--- src/rtl/slc3_pkg.sv ---
// slc3_pkg: ISDU state encoding, opcodes and the datapath mux/ALU encodings.
package slc3_pkg;
  typedef enum logic [4:0] {
    HALTED, S18, S33, S35, S32, S01, S05, S09, S00, S22, S12,
    S04, S21, S06, S07, S25, S27, S23, S16, P1, P2
  } state_t;
  localparam logic [3:0] OP_BR = 4'b0000, OP_ADD = 4'b0001, OP_JSR = 4'b0100,
                         OP_AND = 4'b0101, OP_LDR = 4'b0110, OP_STR = 4'b0111,
                         OP_NOT = 4'b1001, OP_JMP = 4'b1100, OP_PSE = 4'b1101;
  localparam logic [1:0] ALU_ADD = 2'b00, ALU_AND = 2'b01, ALU_NOT = 2'b10, ALU_PASSA = 2'b11;
  localparam logic [1:0] PC_INC = 2'b00, PC_BUS = 2'b01, PC_ADDER = 2'b10;
  localparam logic [1:0] A2_ZERO = 2'b00, A2_OFF6 = 2'b01, A2_OFF9 = 2'b10, A2_OFF11 = 2'b11;
  function automatic state_t dispatch(input logic [3:0] op);
    case (op)
      OP_ADD:  return S01;
      OP_AND:  return S05;
      OP_NOT:  return S09;
      OP_BR:   return S00;
      OP_JMP:  return S12;
      OP_JSR:  return S04;
      OP_LDR:  return S06;
      OP_STR:  return S07;
      OP_PSE:  return P1;
      default: return S18;
    endcase
  endfunction
endpackage

--- src/rtl/mem_wait_counter.sv ---
// mem_wait_counter: counts cycles spent in a memory access state; done on the last one.
module mem_wait_counter #(
  parameter int MEM_WAIT = 2
) (
  input  logic clk,
  input  logic rst,
  input  logic clear,
  input  logic enable,
  output logic done
);
  localparam int W = $clog2(MEM_WAIT + 1);
  logic [W-1:0] count;
  always_ff @(posedge clk or posedge rst)
    if (rst) count <= '0;
    else if (clear) count <= '0;
    else if (enable) count <= count + 1'b1;
  assign done = count == W'(MEM_WAIT - 1);
endmodule

--- src/rtl/slc3_control.sv ---
// slc3_control: Moore ISDU sequencing fetch/decode/execute and the front-panel pause handshake.
module slc3_control
  import slc3_pkg::*;
#(
  parameter int MEM_WAIT = 2
) (
  input  logic       Clk,
  input  logic       Reset,
  input  logic       Run,
  input  logic       Continue,
  input  logic [3:0] Opcode,
  input  logic       IR_5,
  input  logic       IR_11,
  input  logic       BEN,
  output logic       LD_MAR,
  output logic       LD_MDR,
  output logic       LD_IR,
  output logic       LD_BEN,
  output logic       LD_CC,
  output logic       LD_REG,
  output logic       LD_PC,
  output logic       LD_LED,
  output logic       GatePC,
  output logic       GateMDR,
  output logic       GateALU,
  output logic       GateMARMUX,
  output logic [1:0] PCMUX,
  output logic       DRMUX,
  output logic       SR1MUX,
  output logic       SR2MUX,
  output logic       ADDR1MUX,
  output logic [1:0] ADDR2MUX,
  output logic [1:0] ALUK,
  output logic       MIO_EN,
  output logic       Mem_OE,
  output logic       Mem_WE
);
  state_t state, next;
  logic wait_st, done;
  assign wait_st = state inside {S33, S25, S16};
  // Held at zero outside the access states so every access starts from a fresh count.
  mem_wait_counter #(.MEM_WAIT(MEM_WAIT)) u_wait (
    .clk(Clk), .rst(Reset), .clear(!wait_st), .enable(wait_st), .done(done)
  );
  always_ff @(posedge Clk or posedge Reset)
    if (Reset) state <= HALTED;
    else state <= next;
  always_comb begin
    next = state;
    {LD_MAR, LD_MDR, LD_IR, LD_BEN, LD_CC, LD_REG, LD_PC, LD_LED} = '0;
    {GatePC, GateMDR, GateALU, GateMARMUX} = '0;
    {DRMUX, SR1MUX, SR2MUX, ADDR1MUX, MIO_EN} = '0;
    PCMUX = PC_INC;
    ADDR2MUX = A2_ZERO;
    ALUK = ALU_ADD;
    Mem_OE = 1'b1;
    Mem_WE = 1'b1;
    case (state)
      HALTED: next = Run ? S18 : HALTED;
      S18: begin
        {GatePC, LD_MAR, LD_PC} = '1;
        next = S33;
      end
      S33, S25: begin
        Mem_OE = 1'b0;
        MIO_EN = 1'b1;
        LD_MDR = done;
        if (done) next = state == S33 ? S35 : S27;
      end
      S35: begin
        {GateMDR, LD_IR} = '1;
        next = S32;
      end
      S32: begin
        LD_BEN = 1'b1;
        next = dispatch(Opcode);
      end
      S01, S05, S09: begin
        SR1MUX = 1'b1;
        SR2MUX = state != S09 && IR_5;
        ALUK = state == S01 ? ALU_ADD : state == S05 ? ALU_AND : ALU_NOT;
        {GateALU, LD_REG, LD_CC} = '1;
        next = S18;
      end
      S00: next = BEN ? S22 : S18;
      S22: begin
        ADDR2MUX = A2_OFF9;
        PCMUX = PC_ADDER;
        LD_PC = 1'b1;
        next = S18;
      end
      S12: begin
        {SR1MUX, ADDR1MUX, LD_PC} = '1;
        PCMUX = PC_ADDER;
        next = S18;
      end
      S04: begin
        {GatePC, DRMUX, LD_REG} = '1;
        next = S21;
      end
      S21: begin
        SR1MUX = !IR_11;
        ADDR1MUX = !IR_11;
        ADDR2MUX = IR_11 ? A2_OFF11 : A2_ZERO;
        PCMUX = PC_ADDER;
        LD_PC = 1'b1;
        next = S18;
      end
      S06, S07: begin
        {SR1MUX, ADDR1MUX, GateMARMUX, LD_MAR} = '1;
        ADDR2MUX = A2_OFF6;
        next = state == S06 ? S25 : S23;
      end
      S27: begin
        {GateMDR, LD_REG, LD_CC} = '1;
        next = S18;
      end
      S23: begin
        ALUK = ALU_PASSA;
        {GateALU, LD_MDR} = '1;
        next = S16;
      end
      S16: begin
        Mem_WE = 1'b0;
        if (done) next = S18;
      end
      P1: begin
        LD_LED = 1'b1;
        if (Continue) next = P2;
      end
      P2: begin
        LD_LED = 1'b1;
        if (!Continue) next = S18;
      end
      default: next = HALTED;
    endcase
  end
endmodule

--- config.mk ---
export PLATFORM = sky130hd
export DESIGN_NAME = slc3_control
export DESIGN_NICKNAME = d
export VERILOG_FILES = /design/src/rtl/slc3_pkg.sv /design/src/rtl/mem_wait_counter.sv /design/src/rtl/slc3_control.sv
export SDC_FILE = /design/constraint.sdc
export NUM_CORES = 1
export LEC_CHECK = 0
export ABC_CLOCK_PERIOD_IN_PS = 1400
export CORE_MARGIN = 4
export CORE_UTILIZATION = 31
export CTS_BUF_LIST = sky130_fd_sc_hd__clkbuf_8 sky130_fd_sc_hd__clkbuf_16
export CTS_CLUSTER_DIAMETER = 50
export DETAILED_ROUTE_END_ITERATION = 16
export GPL_TIMING_DRIVEN = 0
export PLACE_DENSITY = 0.61
export SLEW_MARGIN = 20
export SYNTH_ARGS = -nofsm -noshare
export SYNTH_HDL_FRONTEND = slang
export SYNTH_SLANG_ARGS = --single-unit
--- constraint.sdc ---
create_clock -name Clk -period 1.4 [get_ports Clk]
set_clock_uncertainty 0.15 [all_clocks]
set_input_delay 0.28 -clock Clk [delete_from_list [all_inputs] [get_ports Clk]]
set_output_delay 0.28 -clock Clk [all_outputs]
set_load 0.02 [all_outputs]
==> results.md, run 1 <==
* Status: complete, but fails checks
* Failing checks: setup timing
* Total power at ~5700 µW
* Endpoint class of the critical path: primary output
* Global-route wire length before repair at 6620 µm
* Top FF cell, synth: dfrtp_1
* Placed standard-cell area at around 0.0016 mm²
* GPL Wtd Cong at ~0.83
* Root Driver: clkbuf_8
* Most common cell after layout, fill and taps aside: buf_4
* IO buf count at 33
* Routed Wire Length at 4960 µm
* Total grt overflow at 0
* Syn_nets at around 160
* Full die area at between 0.004 and 0.005 mm²
* Cells after synthesis at 150
* Max Fclk at between 500 and 600 MHz
* Mean Syn Cell Area at between 7 and 8 µm²
* Synth area leaders: dfrtp_1, nor2_1, a21oi_1
* Final period utilization at 142%
* Via count at 1520
* Die Width at around 67 µm
* Setup ws final at -0.589 ns
* Sequential area share after synthesis at between 10% and 20%
* DP HPWL at between 2000 and 3000 µm
* Worst hold slack at 0.128 ns
* Site Rows at 21
* EDFF count, synth at 0
* Clk sinks at 7
* Vias in the first global route at about 1400
* Initial antenna violation count at 0
* Largest net degree at the start of global routing at 11
* Startpoint type of the worst setup path: flip-flop
* Leak Pwr at approximately 0.001 µW
* Post-DR wirelength/cell at between 15 and 20 µm
* Peak VDD IR at around 1.3 mV
* Starting DRC count in detailed routing at just under 90
* WP buf/inv at 3
* Max_cap viols at 0
* CP Cell Sequence: buf_6 > clkinvlp_4 > nor2_4 > a22oi_2 > nor3b_2 > buf_4
* RSZ-0062 raised after global routing: true
* Seq cells post-synth at 7
* Top cell type's share of synthesized area at between 15 and 20%
* CTS tree: yes
* Final setup fails at 31
* Count of cell types in the netlist at 49
* HP Class: in -> async
* Reg2Reg Depth at 7
* Crit path DAT at roughly 1.6 ns
* Crit path time final at 1.99 ns
* Mapped cell area at about 0.0011 mm²
* Delay-heaviest family, CP: buffers and inverters
* Critical R2R Capture: state[4]
* Nets at 240
* Fin. Hold Viols at 0
* Die Ht at about 67 µm
* CP peak stage delay at 0.34 ns
* Setup WS pre-CTS at -0.900 ns
* Setup CP Type: reg -> out
* FF-to-FF setup slack at -0.54 ns
* Starting Density at between 30% and 40%
* CTS Buf Count at 3
* Final Instance Area at ~0.0024 mm²
* 1st-pass router iterations at 4
* Total track usage at around a fifth
* Core box area at ~0.0033 mm²
* Worst r2r src: state[2]
* Power Dens Cells at between 2000 and 2500 mW/mm²
* Slowest CP cell: dfrtp_1
* Share of layout cells above drive strength 1 at approximately two thirds
* Drc violations at 0
* H-tree Lvls at 1
* Boundary Pins at 36
* Yosys warns at 0
* Area leader, netlist: dfrtp_1
* Area delta synth->final at 120%
* Worst-path clk slew at 0.04 ns
* Max Fanout on Critical Path at 6
* Asr flop ratio synth at 100%
* N_diodes at 0
* WP data required at 0.97 ns
* Worst-case clock buffer depth at 2
* Most frequent cells in the layout: buf_4, buf_6, clkdlybuf4s50_1
* Final ANT Viol Nets at 0
* Skew-Pair Late Insertion Delay at 0.22 ns
* DR vias/cell at about 5.6
* Slew Viols, Final at 0
## synthesized netlist by cell type, types with 2 or more instances
master and count:
a31oi_1 4, nor2_1 19, nor3_1 9, dfrtp_1 7, and3_1 2, nor4_1 2
and2b_2 3, a211oi_1 2, nand3b_1 2, nand2_1 10, xor2_1 2, o21ai_0 6
buf_2 4, and2_1 2, or2_1 2, buf_6 5, o21ai_1 2, buf_4 4
inv_1 5, o211ai_1 4, a22oi_1 2, a22o_1 2, o21a_1 2, a21oi_1 13
nand2b_1 6, nor3b_1 3, a32o_1 2, nand3_1 3
## what timing repair did
action | in CTS | in global routing
gates resized for setup | 168 | 49
cloned | 1 | 2
setup endpoints to repair | 29 | 31
setup buffers | 20 | 19
pin swaps | 17 | 13
hold buffers | 0 | 0
## how the worst max path moves through the flow
stage	slack [ns]	endpoint	from	cells past startpoint
floorplan	-0.26	LD_REG	state[2]	4
global placement	-0.90	LD_MAR	state[0]	6
detailed placement	-0.90	LD_MAR	state[0]	6
CTS	-0.52	LD_REG	state[2]	6
global route	-0.67	ALUK[1]	state[1]	6
finish	-0.59	ALUK[1]	state[1]	6
## logic make-up (layout without fill, tap and decap cells)
group	after synthesis	in the layout	synth area share (%)
AO/OA/AOI/OAI	47	47	29.5
XOR/XNOR	2	2	1.63
adder cells (fa/ha/maj)	1	1	1.16
buffers and inverters	20	97	13.2
flip-flops	7	7	16.3
multiplexers	1	1	0.929
other	1	1	0.348
AND/OR/NAND/NOR	71	71	36.9
## sequential cells by signal, summed over array words and instances (netlist names)
signal	count
u_wait.count	2
state	5
## report_power, final
group | switching (µW) | total, µW | internal, µW
Clock | 78.7 | 267 | 189
Sequential | 93.3 | 382 | 289
Combinational | 2520 | 5090 | 2570
## routing by layer
metal  vias up  track usage (%)  share of wire, %
li1        700                -                 -
met1       726             26.9                42
met2        86             31.7                51
met3         8             3.04               6.7
met4         0            0.759              0.69
met5         -                0                 0
## per-stage QoR
stage	setup TNS [ns]	utilization (%)	cells
floorplan	-3.85	-	150
global placement	-20.26	49.3	229
global route	-16.00	71.1	273
finish	-14.21	71.1	273
detailed placement	-20.29	49.3	229
CTS	-12.82	60.2	254
## cell type report
| cell class | count | area, µm² |
|---|---|---|
| clock buffers | 3 | 41.3 |
| well taps | 46 | 57.6 |
| multi-input cells | 123 | 1140 |
| fillers | 247 | 966 |
| flip-flops and latches | 7 | 180 |
| clock inverters | 1 | 3.75 |
| inverters | 5 | 22.5 |
| plain buffers | 14 | 206 |
| repair buffers | 74 | 719 |
No activity file was read; power rests on OpenSTA's default activity.
==> run 2: changes to the inputs <==
--- a/config.mk
+++ b/config.mk
@@ -5,6 +5,7 @@
 export SDC_FILE = /design/constraint.sdc
 export NUM_CORES = 1
 export LEC_CHECK = 0
+export ABC_AREA = 1
 export ABC_CLOCK_PERIOD_IN_PS = 1400
 export CORE_MARGIN = 4
 export CORE_UTILIZATION = 31
@@ -12,7 +13,7 @@
 export CTS_CLUSTER_DIAMETER = 50
 export DETAILED_ROUTE_END_ITERATION = 16
 export GPL_TIMING_DRIVEN = 0
-export PLACE_DENSITY = 0.61
+export PLACE_DENSITY = 0.64
 export SLEW_MARGIN = 20
 export SYNTH_ARGS = -nofsm -noshare
 export SYNTH_HDL_FRONTEND = slang
==> run 2 against run 1 <==
Effect of this change:
- the flow still finishes with violations (setup timing)
- maximum frequency rose by 3.1%
- sequential power shrank 7.1%
- final cell count down 3.7%
- wire length is 19% lower
- hold slack worse by 0.0024 ns
- critical endpoint is now SR1MUX
- core utilization grew 1.9 points
==> results.md, run 2 <==
* DP HPWL at 2200 µm (-17%)
* Routed Wire Length at 4010 µm (-19%)
* Top cell type's share of synthesized area at 19.1% (+2.9 points)
* Reg with most FFs: state
* EDFF count, synth at 0 (unchanged)
* Initial antenna violation count at 0 (unchanged)
* Total power at 3130 µW (-46%)
* Area delta synth->final at 121%
* GPL Wtd Cong at 0.885 (+6.3%)
* CP Cell Sequence: buf_6 > nor2_4 > buf_6 > nand3_2 > nand4_1 > buf_6
* Site Rows at 19 (-9.5%)
* Sum Neg Setup Slack at -13.20 ns (+1.02 ns)
* Nets at 245 (+2.1%)
* Total track usage at 16.6% (-2.4 points)
* Mapped cell area at 916 µm² (-15%)
* Final design utilization at 72.9% (+1.9 points)
* Share of layout cells above drive strength 1 at 63.8% (-3.6 points)
* Endpoint class of the critical path: primary output
* Full die area at 0.00389 mm² (-13%)
* N_diodes at 0 (unchanged)
* Setup ws final at -0.530 ns (+0.0592 ns)
* Crit path time final at 1.93 ns (-0.0592 ns)
* Vias in the first global route at 1239 (-8.9%)
* H-tree Lvls at 1 (unchanged)
* Slew Viols, Final at 0 (unchanged)
* Final Instance Area at 0.00203 mm² (-14%)
* Post-DR wirelength/cell at 15.3 µm (-16%)
* Starting Density at 32.9% (+0.64 points)
* Most used cell along the critical path: buf_6
* Max Fanout on Critical Path at 6 (unchanged)
* Seq cells post-synth at 7 (unchanged)
* Status: complete, but fails checks
* Mean Syn Cell Area at 5.80 µm² (-19%)
* Final ANT Viol Nets at 0 (unchanged)
* Fin. Hold Viols at 0 (unchanged)
* WP data required at 0.97 ns (about the same)
* Largest net degree at the start of global routing at 10 (-1)
* Largest register FFs at 5 (unchanged)
* Core box area at 0.00278 mm² (-17%)
* RSZ-0062 raised after global routing: true
* Startpoint type of the worst setup path: flip-flop
* Final setup fails at 31 (unchanged)
* Leak Pwr at 0.00105 µW (+7.4%)
* Yosys warns at 0 (unchanged)
* Count of cell types in the netlist at 23 (-53%)
* CTS Buf Count at 3 (unchanged)
* Reg2Reg Depth at 12 (+5)
* Synth area leaders: dfrtp_1, nand2_1, inv_1
* Synth cell count leaders: nand2_1, inv_1, nor2_1
* DR vias/cell at 5.01 (-10%)
* Crit path DAT at 1.50 ns (-0.06 ns)
* Most frequent cells in the layout: buf_6, nand2_1, buf_4
* IO buf count at 34 (+3.0%)
* Hold-fix buffers, CTS at 0 (unchanged)
* Asr flop ratio synth at 100% (unchanged)
* Cells after synthesis at 158 (+5.3%)
* Boundary Pins at 36 (unchanged)
* Clk sinks at 7 (unchanged)
* Worst-path clk slew at 0.04 ns (about the same)
* Global-route wire length before repair at 5440 µm (-18%)
* Max_cap viols at 0 (unchanged)
* Most frequent cell after synthesis: nand2_1
* Total grt overflow at 0 (unchanged)
* CP peak stage delay at 0.46 ns (+0.12 ns)
* Skew-Pair Late Insertion Delay at 0.22 ns (about the same)
* Setup CP Type: reg -> out
* 1st-pass router iterations at 4 (unchanged)
* Die Width at 62.4 µm (-6.9%)
* Largest registers: state x5, u_wait.count x2
* Starting DRC count in detailed routing at 91 (+4.6%)
* Drc violations at 0 (unchanged)
* Via count at 1318 (-13%)
* Power Dens Cells at 1540 mW/mm² (-36%)
* Placed standard-cell area at 0.00140 mm² (-15%)
* CTS tree: yes
* Peak VDD IR at 1.46 mV (+12%)
* Root Driver: clkbuf_8
* Sequential area share after synthesis at 19.1% (+2.9 points)
* Top FF cell, synth: dfrtp_1
* Max Fclk at 518 MHz (+3.1%)
* Die Ht at 62.4 µm (-6.9%)
* Worst hold slack at 0.126 ns (-0.00238 ns)
* Most common cell after layout, fill and taps aside: buf_6
* HP Class: in -> async
* Worst-case clock buffer depth at 2 (unchanged)
* Slowest CP cell: dfrtp_2
* Final period utilization at 138% (-4.2 points)
* Syn_nets at 170 (+4.9%)
* Area leader, netlist: dfrtp_1
* Fill cell count at 198 (-20%)
* Failing checks: setup timing
[run 2: final timing paths]
path,endpoint,start,slack (ns)
setup / recovery,SR1MUX,state[0],-0.53
hold / removal,state[1],Reset,0.13
setup reg to reg,state[0],state[2],-0.38
hold reg to reg,u_wait.count[0],u_wait.count[0],0.29
max in group asynchronous,state[3],Reset,0.76
min in group Clk,u_wait.count[0],u_wait.count[0],0.29
[run 2: timing repair]
item | CTS | global route
setup buffers | 27 | 9
resized for setup | 191 | 28
pin swaps | 22 | 19
setup endpoints to repair | 29 | 31
[run 2: cell families after synthesis]
kind of cell / share of synthesized area (%)
simple gates: 54.9
buf+inv: 15.4
compound gates: 8.74
flops: 19.1
fa+ha+maj: 1.37
other cells: 0.409
[run 2: cell type report]
cell class	count	area [µm²]	share of cell area, %
buffer	3	30.0	1.48
timing repair buffer	70	707	34.9
inverter	30	130	6.42
tap	31	38.8	1.91
sequential	7	179	8.82
multi-input combinational	118	898	44.3
clock inverter	1	3.75	0.185
clock buffer	3	41.3	2.04
[run 2: worst max-delay path: cells and delay by family (launching register included)]
kind | cells | cell delay [ns]
flops | 1 | 0.46
simple gates | 3 | 0.38
buf+inv | 3 | 0.44
[run 2: per-layer routing]
metal | share of wire (%) | vias to the layer above | wire length, µm | global-route usage, %
met3 | 6.0 | 7 | 240 | 2.70
li1 | - | 641 | - | -
met5 | 0 | - | 0 | 0
met4 | 1.4 | 0 | 55 | 4.51
met2 | 58 | 61 | 2330 | 31.2
met1 | 35 | 609 | 1390 | 19.0
[run 2: per-stage QoR]
step           setup WS (ns)  std cells
3_3_place_gp          -0.832        223
5_1_grt               -0.628        263
3_5_place_dp          -0.842        223
4_1_cts               -0.508        254
6_report              -0.530        263
2_1_floorplan         -0.196        158
[run 2: report_power, final]
part | total, µW | switching (µW) | leakage, µW | internal, µW
Clock | 265 | 76.8 | 0.0000269 | 189
Combinational | 2500 | 1420 | 0.000938 | 1080
Sequential | 355 | 79.6 | 0.0000888 | 275
Total | 3130 | 1580 | 0.00105 | 1550
